===== config.mk =====
export PLATFORM = sky130hd
export DESIGN_NAME = multicycle_control
export DESIGN_NICKNAME = d
export VERILOG_FILES = /design/src/rtl/multicycle_control.sv
export SDC_FILE = /design/constraint.sdc
export NUM_CORES = 1
export LEC_CHECK = 0
export CORE_MARGIN = 2
export CORE_UTILIZATION = 39
export DETAILED_ROUTE_END_ITERATION = 6
export PLACE_DENSITY = 0.88
export SYNTH_ARGS = -nofsm -noshare
export SYNTH_HDL_FRONTEND = slang
export SYNTH_SLANG_ARGS = --single-unit

===== constraint.sdc =====
create_clock -name clk -period 1.8 [get_ports clk]
set_input_delay 0.36 -clock clk [delete_from_list [all_inputs] [get_ports clk]]
set_output_delay 0.36 -clock clk [all_outputs]
set_load 0.01 [all_outputs]

===== src/rtl/multicycle_control.sv =====
`default_nettype none
// ============================================================================
// Module   : multicycle_control
// Purpose  : Main control FSM for the multi-cycle RV32I datapath; sequences
//            fetch/decode/execute/memory/writeback and drives alu_op.
// Revision : 1.0 - initial release
// ============================================================================
module multicycle_control #(
  parameter int STATE_W = 4
) (
  input  logic               clk,
  input  logic               rst,
  input  logic [6:0]         opcode,
  input  logic               zero,
  input  logic               mem_ready,
  output logic               pc_write,
  output logic               ir_write,
  output logic               adr_src,
  output logic               mem_read,
  output logic               mem_write,
  output logic               reg_write,
  output logic [1:0]         alu_src_a,
  output logic [1:0]         alu_src_b,
  output logic [1:0]         alu_op,
  output logic [1:0]         result_src,
  output logic               instr_done,
  output logic               illegal,
  output logic [STATE_W-1:0] dbg_state
);

  localparam logic [STATE_W-1:0] C_FETCH  = STATE_W'(0);
  localparam logic [STATE_W-1:0] C_DECODE = STATE_W'(1);
  localparam logic [STATE_W-1:0] C_MEMADR = STATE_W'(2);
  localparam logic [STATE_W-1:0] C_MEMRD  = STATE_W'(3);
  localparam logic [STATE_W-1:0] C_MEMWB  = STATE_W'(4);
  localparam logic [STATE_W-1:0] C_MEMWR  = STATE_W'(5);
  localparam logic [STATE_W-1:0] C_EXEC_R = STATE_W'(6);
  localparam logic [STATE_W-1:0] C_EXEC_I = STATE_W'(7);
  localparam logic [STATE_W-1:0] C_ALUWB  = STATE_W'(8);
  localparam logic [STATE_W-1:0] C_BEQ    = STATE_W'(9);
  localparam logic [STATE_W-1:0] C_JAL    = STATE_W'(10);
  localparam logic [STATE_W-1:0] C_TRAP   = STATE_W'(11);

  localparam logic [6:0] C_OP_LOAD   = 7'b0000011;
  localparam logic [6:0] C_OP_STORE  = 7'b0100011;
  localparam logic [6:0] C_OP_RTYPE  = 7'b0110011;
  localparam logic [6:0] C_OP_ITYPE  = 7'b0010011;
  localparam logic [6:0] C_OP_BRANCH = 7'b1100011;
  localparam logic [6:0] C_OP_JAL    = 7'b1101111;

  logic [STATE_W-1:0] r_state;
  logic [STATE_W-1:0] w_next_state;
  logic               r_illegal;

  always_ff @(posedge clk or posedge rst) begin
    if (rst) begin
      r_state <= C_FETCH;
    end else begin
      r_state <= w_next_state;
    end
  end

  // Set on the edge that enters TRAP so the flag is visible in the TRAP cycle.
  always_ff @(posedge clk or posedge rst) begin
    if (rst) begin
      r_illegal <= 1'b0;
    end else if (w_next_state == C_TRAP) begin
      r_illegal <= 1'b1;
    end
  end

  always_comb begin
    w_next_state = C_TRAP;
    case (r_state)
      C_FETCH:  w_next_state = mem_ready ? C_DECODE : C_FETCH;
      C_DECODE: begin
        case (opcode)
          C_OP_LOAD,
          C_OP_STORE:  w_next_state = C_MEMADR;
          C_OP_RTYPE:  w_next_state = C_EXEC_R;
          C_OP_ITYPE:  w_next_state = C_EXEC_I;
          C_OP_BRANCH: w_next_state = C_BEQ;
          C_OP_JAL:    w_next_state = C_JAL;
          default:     w_next_state = C_TRAP;
        endcase
      end
      C_MEMADR: w_next_state = (opcode == C_OP_LOAD) ? C_MEMRD : C_MEMWR;
      C_MEMRD:  w_next_state = mem_ready ? C_MEMWB : C_MEMRD;
      C_MEMWB:  w_next_state = C_FETCH;
      C_MEMWR:  w_next_state = mem_ready ? C_FETCH : C_MEMWR;
      C_EXEC_R: w_next_state = C_ALUWB;
      C_EXEC_I: w_next_state = C_ALUWB;
      C_ALUWB:  w_next_state = C_FETCH;
      C_BEQ:    w_next_state = C_FETCH;
      C_JAL:    w_next_state = C_ALUWB;
      default:  w_next_state = C_TRAP;
    endcase
  end

  always_comb begin
    pc_write   = 1'b0;
    ir_write   = 1'b0;
    adr_src    = 1'b0;
    mem_read   = 1'b0;
    mem_write  = 1'b0;
    reg_write  = 1'b0;
    alu_src_a  = 2'b00;
    alu_src_b  = 2'b00;
    alu_op     = 2'b00;
    result_src = 2'b00;
    instr_done = 1'b0;
    case (r_state)
      C_FETCH: begin
        mem_read   = 1'b1;
        alu_src_b  = 2'b10;
        result_src = 2'b10;
        pc_write   = mem_ready;
        ir_write   = mem_ready;
      end
      C_DECODE: begin
        alu_src_a = 2'b01;
        alu_src_b = 2'b01;
      end
      C_MEMADR: begin
        alu_src_a = 2'b10;
        alu_src_b = 2'b01;
      end
      C_MEMRD: begin
        mem_read = 1'b1;
        adr_src  = 1'b1;
      end
      C_MEMWB: begin
        result_src = 2'b01;
        reg_write  = 1'b1;
        instr_done = 1'b1;
      end
      C_MEMWR: begin
        mem_write  = 1'b1;
        adr_src    = 1'b1;
        instr_done = mem_ready;
      end
      C_EXEC_R: begin
        alu_src_a = 2'b10;
        alu_op    = 2'b10;
      end
      C_EXEC_I: begin
        alu_src_a = 2'b10;
        alu_src_b = 2'b01;
        alu_op    = 2'b11;
      end
      C_ALUWB: begin
        reg_write  = 1'b1;
        instr_done = 1'b1;
      end
      C_BEQ: begin
        alu_src_a  = 2'b10;
        alu_op     = 2'b01;
        instr_done = 1'b1;
        pc_write   = zero;
      end
      C_JAL: begin
        alu_src_a = 2'b01;
        alu_src_b = 2'b10;
        pc_write  = 1'b1;
      end
      default: begin
      end
    endcase
    // Reset drops any in-flight memory request without waiting for a clock.
    if (rst) begin
      pc_write   = 1'b0;
      ir_write   = 1'b0;
      adr_src    = 1'b0;
      mem_read   = 1'b0;
      mem_write  = 1'b0;
      reg_write  = 1'b0;
      alu_src_a  = 2'b00;
      alu_src_b  = 2'b00;
      alu_op     = 2'b00;
      result_src = 2'b00;
      instr_done = 1'b0;
    end
  end

  assign illegal   = r_illegal & ~rst;
  assign dbg_state = r_state;

endmodule
`default_nettype wire


# After elaboration in Yosys (flattened, before gate mapping)
# Index checks and enable logic that the tools add are counted.
# Widths: inputs -> output; s select.
totals:
  ff_bits: 5
  latch_bits: 0
  ram_bits: 0
  romBits: 0
  input_bits: 11
  elab_cells: 60
  memories: 0
op_classes:
  n_addsub: 0
  n_mul: 0
  n_div: 0
  magnitude_cmp: 0
  eq_ne: 17
  shift: 0
  n_mux: 28
  bitwise: 2
  reduce_logical: 11
ops:
  columns: ["cell", "n"]
  rows:
  - ["$pmux 4 s7", 1]
  - ["$pmux 4 s5", 1]
  - ["$eq 4x3->1 const B", 4]
  - ["$eq 4x4->1 const B", 4]
  - ["$eq 7x6->1 const B", 2]
  - ["$eq 7x7->1 const B", 2]
  - ["$mux 1", 13]
  - ["$pmux 2 s2", 3]
  - ["$reduce_or 2->1", 6]
  - ["$mux 3", 3]
  - ["$reduce_or 3->1", 3]
  - ["$eq 4x2->1 const B", 2]
  - ["$mux 2", 4]
  - ["$eq 7x2->1 const B", 1]
  - ["$eq 7x5->1 const B", 1]
  - ["$pmux 2 s3", 1]
  - ["$eq 4x1->1 const B", 1]
  - ["$logic_not 4->1", 1]
  - ["$reduce_or 4->1", 1]
  - ["$pmux 1 s3", 1]
  - ["$pmux 1 s2", 1]
  - ["$and 1x1->1", 1]
  - ["$not 1->1", 1]

# Depth between registers and ports, before layout
depth:
  ltp_word: 5
  mapped_depth: 6
  depth_no_buf: 5

# Least setup slack after synthesis
# No wires, ideal clock.
synth_timing:
  path_type: "reg2out"
  from: "register r_state[1], in the netlist dbg_state[1]"
  to: "output alu_src_b[0]"
  t_arrival_ps: 1620
  t_required_ps: 1440
  path_slack_ps: -180
  stages_incl_launch_ff: 5
  n_path_buf: 2
  cell_sequence: "dfrtp_1 -> buf_6 -> clkbuf_1 -> nand2_1 -> a2111oi_0"
synth_via:
  elab_chain_cells: 4
  elab_cells_between_ends: 9
  classes_between: "eq/ne: 4; mux: 2; reduce/logical: 3"
synth_rtl:
  columns: ["item", "line", "source"]
  rows:
  - ["start: declaration", "51", "logic [STATE_W-1:0] r_state;"]
  - ["start signal: assignment", "59", "r_state <= w_next_state;"]
  - ["$eq 4x1->1 (tied with other cells)", "112", "case (r_state)"]
  - ["$reduce_or 3->1 (no line) / $reduce_or 2->1 (equally long branches)", null, null]
  - ["$pmux 2 s2 *", "112", null]
  - ["$mux 2 *", "170", "if (rst) begin"]
  - ["end: declaration", "23", "output logic [1:0] alu_src_b,"]
# Every way passes the cells marked *; elsewhere a longest branch is shown, timed or not.

# Worst setup path in the final report
layout_timing:
  from: "register r_state[0], in the netlist dbg_state[0]"
  to: "output pc_write"
layout_via:
  elab_chain_cells: 3
  elab_cells_between_ends: 5
  classes_between: "eq/ne: 2; mux: 2; reduce/logical: 1"
layout_rtl:
  columns: ["item", "line", "source"]
  rows:
  - ["$eq 4x4->1 / $logic_not 4->1 (equally long branches)", "112", null]
  - ["$pmux 1 s3 *", "112", null]
  - ["$mux 1 *", "170", null]
  - ["end: declaration", "16", "output logic pc_write,"]
# Marked as above.

==> metrics <==
GRT busiest layer met2; Seq cells post-synth 5; via count of the first global-routing pass 891; internal power of the cells 0.00116 W; Setup Crit Path Kind register to primary output; synthesized area 627 um^2; Area Growth Syn to Fin 103%; layout cells sized above 1 54.4%; Max rail drop VDD 1220 uV; met2 Usage GRT 50.3%; dpl hpwl 1550 um; required time reported for the critical path endpoint 1.44 ns; met3 usage in global routing 2.86%; Critical Path End Type primary output; post-place setup slack -0.625 ns; die area 1940 um^2; ys flop type sky130_fd_sc_hd__dfrtp_1; Buffers on Ports 30; Max FO, Critical Path 5; maximum clock frequency 0.524 GHz; final wirelength 2540 um; most frequent cells in the layout 33 x sky130_fd_sc_hd__buf_4, 11 x sky130_fd_sc_hd__buf_2, 9 x sky130_fd_sc_hd__nor2_1, 9 x sky130_fd_sc_hd__nor3_1, 8 x sky130_fd_sc_hd__dlygate4sd2_1; Placer Congestion 0.833; Critical Path Max Stage Delay 0.43 ns; max-cap viol count 0; Clock power frac 6.2%; number of unique standard cell types used by synthesis 36; overall routing resource usage 26.7%; sequence of cells on the critical path or2_4, nor3b_4, a21oi_2, nor3_1, buf_2; Core Area 1510 um^2; synthesized instance count 83; final cell count without fillers 165; Net Sw Frac 44.1%; GRT Residual Overflow 0; global-route wire length before repair 3960 um; Fin Clk Skew 0.00330 ns; cell at the root of the clock tree sky130_fd_sc_hd__clkbuf_4; TritonCTS clock tree built; sequential-to-total area share from yosys stat 20.0%; clock latency at the later pin of the worst-skew pair 0.24 ns; proportion of power drawn by combinational gates 82.7%; Slew Limit Fails 0; count of final setup violators 7; sort of element at the start of the critical path register; routed len/inst 15.4 um; CTS Buf Count 3; CTS clock-pin slew for the worst setup and hold paths 0.04 ns; outcome complete, but fails checks; sequential share of power 11.1%; Cell Count Post-Placement 146; detailed router's first-iteration violation count 11; register-to-register setup slack -0.02 ns; Leak Pwr 0.620 nW; RSZ-0062 raised after global routing true; hold violation count in the final report 0; failing checks negative setup slack; number of nets with antenna violations after routing 0; part of the cycle the worst path needs 106%; maximum number of pins on one net before global-route repair 10; detailed-route DRC error count 0; Clock H-tree levels 1; class of the most critical hold timing path register to register; Worst Tran Pin Value 0.425 ns; P_sw 0.000915 W; Die Span X 44.1 um; design area 1270 um^2; routed vias/inst 5.59; I/O pins 31; ANT cells 0; count of nets after finishing 161; post-detailed-placement cell area 1090 um^2; average footprint of a synthesized cell 7.55 um^2; Worst slew margin 71.7%; crit path DAT 1.55 ns; met1 Use GR 31.4%; most common library cell in the layout ignoring fill and taps sky130_fd_sc_hd__buf_4; smallest setup slack after layout -0.110 ns; initial antenna violation count 0; Pre-Repair DR Iteration Count 4; Synthesized Nets 94; Hold Slack 0.475 ns; number of vias after detailed routing 922; Total Power Consumption 0.00207 W; CTS sink cnt 5; Power Density 1630 nW/um^2; FFs w/ async S/R, synth 100%; buffer depth of the longest clock path 2; die height 44.1 um; Rows 14; Tmin final 1.91 ns; number of enable-type register cells in the synthesized netlist 0; slowest stage cell, crit path sky130_fd_sc_hd__dfrtp_2; starting density of the core 41.6%; warning count from the yosys run 0
synthesized netlist by cell type (2+ instances only):
| library cell | instances | share of area, % |
|---|---|---|
| sky130_fd_sc_hd__a21oi_1 | 4 | 3.2 |
| sky130_fd_sc_hd__a22oi_1 | 2 | 2.4 |
| sky130_fd_sc_hd__and3_1 | 2 | 2.0 |
| sky130_fd_sc_hd__clkbuf_1 | 4 | 2.4 |
| sky130_fd_sc_hd__dfrtp_1 | 5 | 20 |
| sky130_fd_sc_hd__inv_1 | 3 | 1.8 |
| sky130_fd_sc_hd__mux2i_1 | 3 | 4.8 |
| sky130_fd_sc_hd__nand2_1 | 6 | 3.6 |
| sky130_fd_sc_hd__nor2_1 | 11 | 6.6 |
| sky130_fd_sc_hd__nor2b_1 | 4 | 4.0 |
| sky130_fd_sc_hd__nor3_1 | 10 | 8.0 |
| sky130_fd_sc_hd__nor4_1 | 2 | 2.0 |
| sky130_fd_sc_hd__o22ai_1 | 3 | 3.0 |
| sky130_fd_sc_hd__xor2_1 | 2 | 2.8 |
final timing paths:
path                                    from      endpoint  depth (start not counted)
worst min-delay path               r_illegal     r_illegal                          1
worst min register to register     r_illegal     r_illegal                          1
worst max register to register  dbg_state[1]     r_illegal                          6
max in group asynchronous                rst  dbg_state[2]                          3
min in group asynchronous                rst  dbg_state[0]                          3
worst max-delay path            dbg_state[0]      pc_write                          5
cells by family after synthesis:
logic type / Yosys count / share of synthesized area (%)
XOR/XNOR: 2 / 2.79
flip-flops: 5 / 20.0
multiplexers: 3 / 4.79
buffers and inverters: 10 / 9.38
AND/OR/NAND/NOR: 46 / 42.3
AO/OA/AOI/OAI: 17 / 20.8
sequential cells by signal, indices dropped and copies added, names as in the netlist:
name and flops:
dbg_state 4, r_illegal 1
through the flow:
step	util [%]	setup TNS (ns)
after global routing	84.6	-0.722
after detailed placement	72.2	-7.27
after global placement	72.2	-6.49
final	84.6	-0.188
after CTS	79.6	-0.124
after floorplan	-	-0.0768
routing by layer:
| layer | vias to the layer above | part of all wire [%] |
|---|---|---|
| li1 | 443 | - |
| met1 | 446 | 39 |
| met2 | 29 | 55 |
| met3 | 4 | 4.4 |
| met4 | 0 | 1.7 |
| met5 | - | 0 |
critical path, delay by kind of cell, from the launching register on:
kind	cells	cell delay [ns]
AOI/OAI and AO/OA	1	0.06
DFF	1	0.43
buffers and inverters	1	0.17
and+or+nand+nor	3	0.65
power groups by stage:
| stage | sequential, W | clock [W] | combinational [W] |
|---|---|---|---|
| 2_1_floorplan | 0.000209 | 0 | 0.000690 |
| 3_3_place_gp | 0.000212 | 0 | 0.00123 |
| 3_5_place_dp | 0.000219 | 0 | 0.00126 |
| 4_1_cts | 0.000220 | 0.000129 | 0.00146 |
| 5_1_grt | 0.000236 | 0.000138 | 0.00183 |
| 6_report | 0.000230 | 0.000128 | 0.00172 |
cell type report:
type,instances,area (um^2)
timing repair buffer,69,543
sequential,5,129
fill,82,233
tap,16,20.0
clock buffer,4,26.3
inverter,3,11.3
multi-input combinational,68,544
repair_timing:
item	in CTS	in global routing
gates resized for setup	73	21
setup buffers	10	5
endpoints found under the setup margin	17	15
pin swaps	9	6
hold buffers	0	0
Note: power is estimated with default switching activity, not from simulation.
